File: src/rtl/seq_divider.sv
// Iterative signed divider: restoring shift-subtract on operand magnitudes, one
// quotient bit per clock, with signs applied at the end to match Verilog "/" and "%".
module seq_divider #(
  parameter int WIDTH = 32
) (
  input  logic             clk,
  input  logic             rst_n,
  input  logic             start,
  input  logic             sel_rem,
  input  logic [WIDTH-1:0] dividend,
  input  logic [WIDTH-1:0] divisor,
  output logic             busy,
  output logic             done,
  output logic [WIDTH-1:0] quotient,
  output logic [WIDTH-1:0] remainder,
  output logic [WIDTH-1:0] result,
  output logic             V,
  output logic             Z,
  output logic             S,
  output logic             dbz
);

  localparam int CW = $clog2(WIDTH + 1);
  localparam logic [WIDTH-1:0] MOST_NEG = {1'b1, {(WIDTH-1){1'b0}}};

  typedef enum logic [1:0] {IDLE, CALC, FIX} state_t;

  state_t           state, state_nx;
  logic [CW-1:0]    count;
  logic [WIDTH-1:0] shreg;    // |dividend| shifting out, quotient bits shifting in
  logic [WIDTH-1:0] part;     // partial remainder; always < |divisor| so WIDTH bits suffice
  logic [WIDTH:0]   b_mag;
  logic [WIDTH-1:0] a_raw;
  logic             q_neg, r_neg, sel_q, dbz_q, ovf_q;

  logic             accept;
  logic [WIDTH-1:0] a_abs, b_abs;
  logic [WIDTH:0]   trial;
  logic             fits;
  logic [WIDTH-1:0] q_fix, r_fix, res_fix;

  // The done cycle still counts as the tail of the previous operation.
  assign accept = start && !done;
  assign busy   = (state != IDLE);

  assign a_abs = dividend[WIDTH-1] ? -dividend : dividend;
  assign b_abs = divisor[WIDTH-1]  ? -divisor  : divisor;

  assign trial = {part, shreg[WIDTH-1]};
  assign fits  = (trial >= b_mag);

  assign q_fix   = dbz_q ? '1    : (q_neg ? -shreg : shreg);
  assign r_fix   = dbz_q ? a_raw : (r_neg ? -part  : part);
  assign res_fix = sel_q ? r_fix : q_fix;

  // NOTE: next state gets a default before the case so no path leaves it unassigned (no latch).
  always_comb begin
    state_nx = state;
    unique case (state)
      IDLE:    if (accept) state_nx = (divisor == '0) ? FIX : CALC;
      CALC:    if (count == CW'(1)) state_nx = FIX;
      FIX:     if (count == '0) state_nx = IDLE;
      default: state_nx = IDLE;
    endcase
  end

  // NOTE: every register here uses <= so all updates see pre-edge values.
  always_ff @(posedge clk or negedge rst_n) begin
    if (!rst_n) state <= IDLE;
    else        state <= state_nx;
  end

  always_ff @(posedge clk or negedge rst_n) begin
    if (!rst_n) begin
      count     <= '0;
      shreg     <= '0;
      part      <= '0;
      b_mag     <= '0;
      a_raw     <= '0;
      q_neg     <= 1'b0;
      r_neg     <= 1'b0;
      sel_q     <= 1'b0;
      dbz_q     <= 1'b0;
      ovf_q     <= 1'b0;
      done      <= 1'b0;
      quotient  <= '0;
      remainder <= '0;
      result    <= '0;
      V         <= 1'b0;
      Z         <= 1'b0;
      S         <= 1'b0;
      dbz       <= 1'b0;
    end else begin
      done <= 1'b0;
      unique case (state)
        IDLE: begin
          if (accept) begin
            sel_q <= sel_rem;
            a_raw <= dividend;
            q_neg <= dividend[WIDTH-1] ^ divisor[WIDTH-1];
            r_neg <= dividend[WIDTH-1];
            ovf_q <= (dividend == MOST_NEG) && (divisor == '1);
            shreg <= a_abs;
            b_mag <= {1'b0, b_abs};
            part  <= '0;
            // Divide-by-zero idles one cycle in FIX so both paths share the output step.
            dbz_q <= (divisor == '0);
            count <= (divisor == '0) ? CW'(1) : CW'(WIDTH);
          end
        end
        CALC: begin
          count <= count - CW'(1);
          shreg <= {shreg[WIDTH-2:0], fits};
          part  <= fits ? WIDTH'(trial - b_mag) : trial[WIDTH-1:0];
        end
        FIX: begin
          if (count != '0) begin
            count <= count - CW'(1);
          end else begin
            quotient  <= q_fix;
            remainder <= r_fix;
            result    <= res_fix;
            V         <= ovf_q;
            Z         <= (res_fix == '0);
            S         <= res_fix[WIDTH-1];
            dbz       <= dbz_q;
            done      <= 1'b1;
          end
        end
        default: ;
      endcase
    end
  end

endmodule

File: config.mk
export PLATFORM = sky130hd
export DESIGN_NAME = seq_divider
export DESIGN_NICKNAME = d
export VERILOG_FILES = /design/src/rtl/seq_divider.sv
export SDC_FILE = /design/constraint.sdc
export NUM_CORES = 1
export LEC_CHECK = 0
export ABC_CLOCK_PERIOD_IN_PS = 3200
export CAP_MARGIN = 20
export CORE_AREA = 4 4 174 176
export DETAILED_ROUTE_END_ITERATION = 10
export DIE_AREA = 0 0 178 180
export GPL_TIMING_DRIVEN = 0
export PLACE_DENSITY = 0.77
export SETUP_SLACK_MARGIN = 0.4
export SYNTH_ARGS = -nofsm -noshare
export SYNTH_HDL_FRONTEND = slang
export SYNTH_SLANG_ARGS = --single-unit
File: constraint.sdc
create_clock -name clk -period 3.2 [get_ports clk]
set_clock_uncertainty 0.1 [all_clocks]
set_input_delay 0.32 -clock clk [delete_from_list [all_inputs] [get_ports clk]]
set_output_delay 0.32 -clock clk [all_outputs]
set_load 0.005 [all_outputs]
Word-level counts from Yosys, hierarchy flattened:

Cells that the tools add are included.

* register bits: 242
* input port bits: 68

* $lt $le $gt $ge: 1
* bitwise logic cells: 2
* equal/unequal tests: 9
* mux-type cells: 23
* reduce and logical (&&, ||, !) cells: 16
* $add $sub $neg: 6

Operators by type and width (count)
* $mux 32: 10
* $neg 32->32: 4
* $pmux 32 s2: 2
* $eq 32x32->1 const B: 2
* $logic_not 32->1: 2
* $ge 33x32->1: 1
* $sub 32x32->32: 1
* $mux 6: 3
* $pmux 6 s3: 1
* $mux 2: 4
* $ne 2x2->1 const B: 4
* $eq 6x1->1 const B: 1
* $logic_not 6->1: 1
* $pmux 2 s3: 1
* $reduce_and 2->1: 3
* $reduce_and 3->1: 2
* $reduce_bool 6->1: 1
* $sub 6x1->6 const B: 1
* $reduce_bool 2->1: 2
* $reduce_bool 3->1: 1
* $eq 2x1->1 const B: 1
* $eq 2x2->1 const B: 1
* $logic_and 1x1->1: 2
* $logic_not 2->1: 1
* other kinds (4): 5

Logic depth before layout (Yosys ltp):

* depth in word-level cells: 5
* gate-level depth with buffers: 15
* depth with buffers taken out: 14

Worst setup path after synthesis:

No wires, ideal clock.

* kind: flip-flop to flip-flop
* start point: register part[0]
* end point: register Z
* path buffers: 0
* stages on the path, launching flop included: 13
* arrival time: 3.170 ns
* path slack: -0.147 ns
* cell sequence: dfrtp_1 > inv_1 > ha_1 > or4b_1 > nand4bb_1 > or4_1 > nand2_1 > xor2_1 > nand2_1 > o21ai_0 > a31oi_1 > or4_1 > o21ai_1

* word-level cells in the longest chain between the ends: 5

Ends and longest elaborated chain
* from (decl): RTL line 31 `logic [WIDTH-1:0] part;`
* from (signal assigned): RTL line 114 `part <= fits ? WIDTH'(trial - b_mag) : trial[WIDTH-1:0];`
* $neg 32->32: RTL line 53 `assign r_fix = dbz_q ? a_raw : (r_neg ? -part : part);`
* $mux 32 (*) (2 in series): RTL line 53
* $mux 32 (*): RTL line 54 `assign res_fix = sel_q ? r_fix : q_fix;`
* $logic_not 32->1 (*): RTL line 124 `Z <= (res_fix == '0);`
* to (signal assigned): RTL line 124
* to (decl): RTL line 18 `output logic Z,`

Every way passes the cells marked *; elsewhere a longest branch is shown, timed or not.
A chain may end at the register's enable or synchronous reset.

Worst setup path after layout:

* start point: register part[15]
* end point: register Z

The elaborated chain is that of the path after synthesis.

==> metrics.md <==
| Metric | Value |
|---|---|
| Die area | 32040 um2 |
| Ys flop type | dfrtp_1 |
| Failing checks | negative setup slack |
| Area Growth Syn to Fin | 42.38% |
| Final setup TNS | -1714 ps |
| Synth cell types | 71 |
| Core footprint | 28630 um2 |
| Fin cells | 2542 |
| CP delay by family, top | simple AND/OR/NAND/NOR gates |
| CP cell instances | or4_4 -> or3_4 -> buf_6 -> or4_4 -> o31ai_4 -> xor2_2 -> o21ai_2 -> o22a_1 -> a2111oi_2 -> nand4_1 -> o21ai_2 |
| Cell area after synthesis | 14690 um2 |
| Wirelength per Cell | 21.56 um |
| Worst-path maximum fanout | 3 |
| Largest net degree at the start of global routing | 98 |
| Synth warn | 0 |
| Worst-Margin Slew | 1011 ps |
| Clock-pin slew on the worst setup and hold paths | 60 ps |
| Slew HR | 32.63% |
| Initial antenna violation count | 0 |
| Starting Density | 51.31% |
| Detailed Route WL | 54810 um |
| Row count | 62 |
| Pwr Total | 19.47 mW |
| Sequential fraction of the synthesis area | 40.89% |
| HP Class | in2reg |
| Syn Nets | 1903 |
| Global-route wire length before repair | 80740 um |
| Initial detailed-routing violation count | 1674 |
| Synth top area cells | dfrtp_1 (41%), nand2_1 (9.9%), o21ai_0 (7.0%) |
| Chip height | 180 um |
| Pwr dens | 930.9 nW/um2 |
| GRT Total Usage | 31.60% |
| Die width | 178 um |
| Ys async rst share | 100.0% |
| First-pass iteration count of the detailed router | 6 |
| IO Count | 170 |
| Endpoints failing setup | 28 |
| Htree depth | 1 |
| TritonCTS clock tree | done |
| Antenna viol nets, final | 0 |
| Area after DPL | 17210 um2 |
| Gate Count Post-Synth | 1790 |
| CTS Buf Count | 26 |
| PortBufs | 169 |
| Number of global-route vias before repair | 14939 |
| R2R Setup Slk | -450 ps |
| Place WS | -878.9 ps |
| Cell count after placement | 2345 |
| Max Cap Viol | 0 |
| Crit Path Category | reg2reg |
| Routed vias/inst | 6.123 |
| Critical Path End Type | flip-flop |
| Final hold vios | 0 |
| FMAX | 273.6 MHz |
| CTS root buf | clkbuf_16 |
| Worst stage delay on the critical path | 570 ps |
| Outcome | finished, violations left |
| GP Congestion | 0.9966 |
| Period utilization | 114.2% |
| Average cell area after synthesis | 8.205 um2 |
| Vias after detailed routing | 15565 |
| RSZ-0062 raised after global routing | true |
| Net count reported at finish | 2251 |
| Share of post-route cells with drive strength above 1 | 24.25% |
| Slowest CP cell | or4_4 |
| CTS sink count | 240 |
| Most frequent cells in the layout | nand2_1 (377), dfrtp_1 (217), clkdlybuf4s50_1 (149) |
| Insertion delay to the later sink of the worst-skew pair | 550 ps |
| Min cycle time layout | 3655 ps |
| EDFF count, synth | 0 |
| Final Cell Area | 20910 um2 |
| Final Max Slew Viols | 0 |
| Final WS setup | -454.7 ps |
| Synth area leader | dfrtp_1 |
| DRC errors left | 0 |
| WP data required | 3560 ps |
| Commonest non-fill, non-tap cell in the layout | nand2_1 |
| Leakage power | 9.380 nW |
| Dpl hpwl | 37550 um |
| Buffers & Inverters on Critical Path | 1 |
| Yosys reg bits | 240 |
| Peak VDD IR | 0.5490 mV |
| Clock Path Buffers | 3 |
| Critical path startpoint category | flip-flop |
| Data arrival time of the worst path | 4020 ps |
| Total grt overflow | 0 |
| Synth top area share | 40.89% |
worst reg2reg max path: cells and delay by family (launching register included):
family	cells	cell delay, ps
simple gates	4	1640
compound gates	5	1040
flops	1	410
xor+xnor	1	260
buf+inv	1	120
final timing paths:
check	start	end	cells after the start
min reg2reg	result[24]	result[24]	2
min in group asynchronous	rst_n	remainder[9]	2
max in group asynchronous	rst_n	a_raw[28]	3
max	part[15]	Z	11
max reg2reg	part[15]	Z	11
min	divisor[2]	b_mag[2]	3
metal layers:
metal / GRT usage (%) / vias up / wire length [um]
li1: - / 6952 / -
met1: 38.49 / 7382 / 20250
met2: 53.52 / 958 / 26250
met3: 3.782 / 273 / 4301
met4: 18.72 / 0 / 4008
met5: 0 / - / 0
registers in the layout, summed over array words and instances, names as in the netlist:
signal     count
b_mag         32
quotient      32
remainder     32
Z              1
shreg         32
V              1
state          2
ovf_q          1
a_raw         32
dbz_q          1
done           1
sel_q          1
result        32
part          32
count          6
dbz            1
q_neg          1
cells in the mapped netlist, types with 15 or more instances:
master,n
inv_1,61
mux2i_1,25
nor3_1,24
xor2_1,94
nand2_1,387
buf_1,17
or4_1,19
clkbuf_1,78
o21ai_0,206
o21ai_1,18
nand3_1,25
a31oi_1,18
xnor2_1,48
nand4_1,15
or3_1,19
a21o_1,19
ha_1,44
dfrtp_1,240
a21oi_1,111
o31ai_1,36
o41ai_1,22
nor2_1,127
layout make-up:
type / instances / area (um2)
clock inverter: 17 / 222.7
buffer: 98 / 550.5
timing repair buffer: 320 / 3082
antenna: 1 / 2.502
sequential: 240 / 6035
fill: 2010 / 7712
multi-input combinational: 1390 / 9615
clock buffer: 30 / 686.9
inverter: 62 / 237.7
tap: 384 / 480.5
power breakdown:
part | internal (mW) | switching (mW) | leakage (nW)
clock network | 1.94 | 1.29 | 0.447
logic | 4.80 | 6.24 | 5.88
registers | 4.21 | 0.991 | 3.06
metrics by stage:
| stage | hold WS [ps] | util (%) |
|---|---|---|
| 2_1_floorplan | -75.59 | - |
| 3_3_place_gp | 355.5 | 59.90 |
| 3_5_place_dp | 217.4 | 60.11 |
| 4_1_cts | 10.91 | 69.56 |
| 5_1_grt | 44.39 | 73.05 |
| 6_report | 14.16 | 73.06 |
repair_timing:
item,4_1_cts,5_1_grt
pin swaps,79,76
gates resized for setup,345,169
endpoints found under the setup margin,159,153
hold buffers,6,0
hold endpoints to repair,77,0
setup buffers,90,47
gates cloned,4,2
cell families after synthesis:
| logic type | after synthesis | synth area share [%] |
|---|---|---|
| buffers and inverters | 160 | 4.132 |
| xor gates and xnor gates | 142 | 8.467 |
| and+or+nand+nor | 685 | 20.78 |
| DFF | 240 | 40.89 |
| muxes | 32 | 2.240 |
| AOI/OAI and AO/OA | 486 | 19.61 |
| adders and majority gates | 45 | 3.885 |
Note: power is estimated with default switching activity, not from simulation.
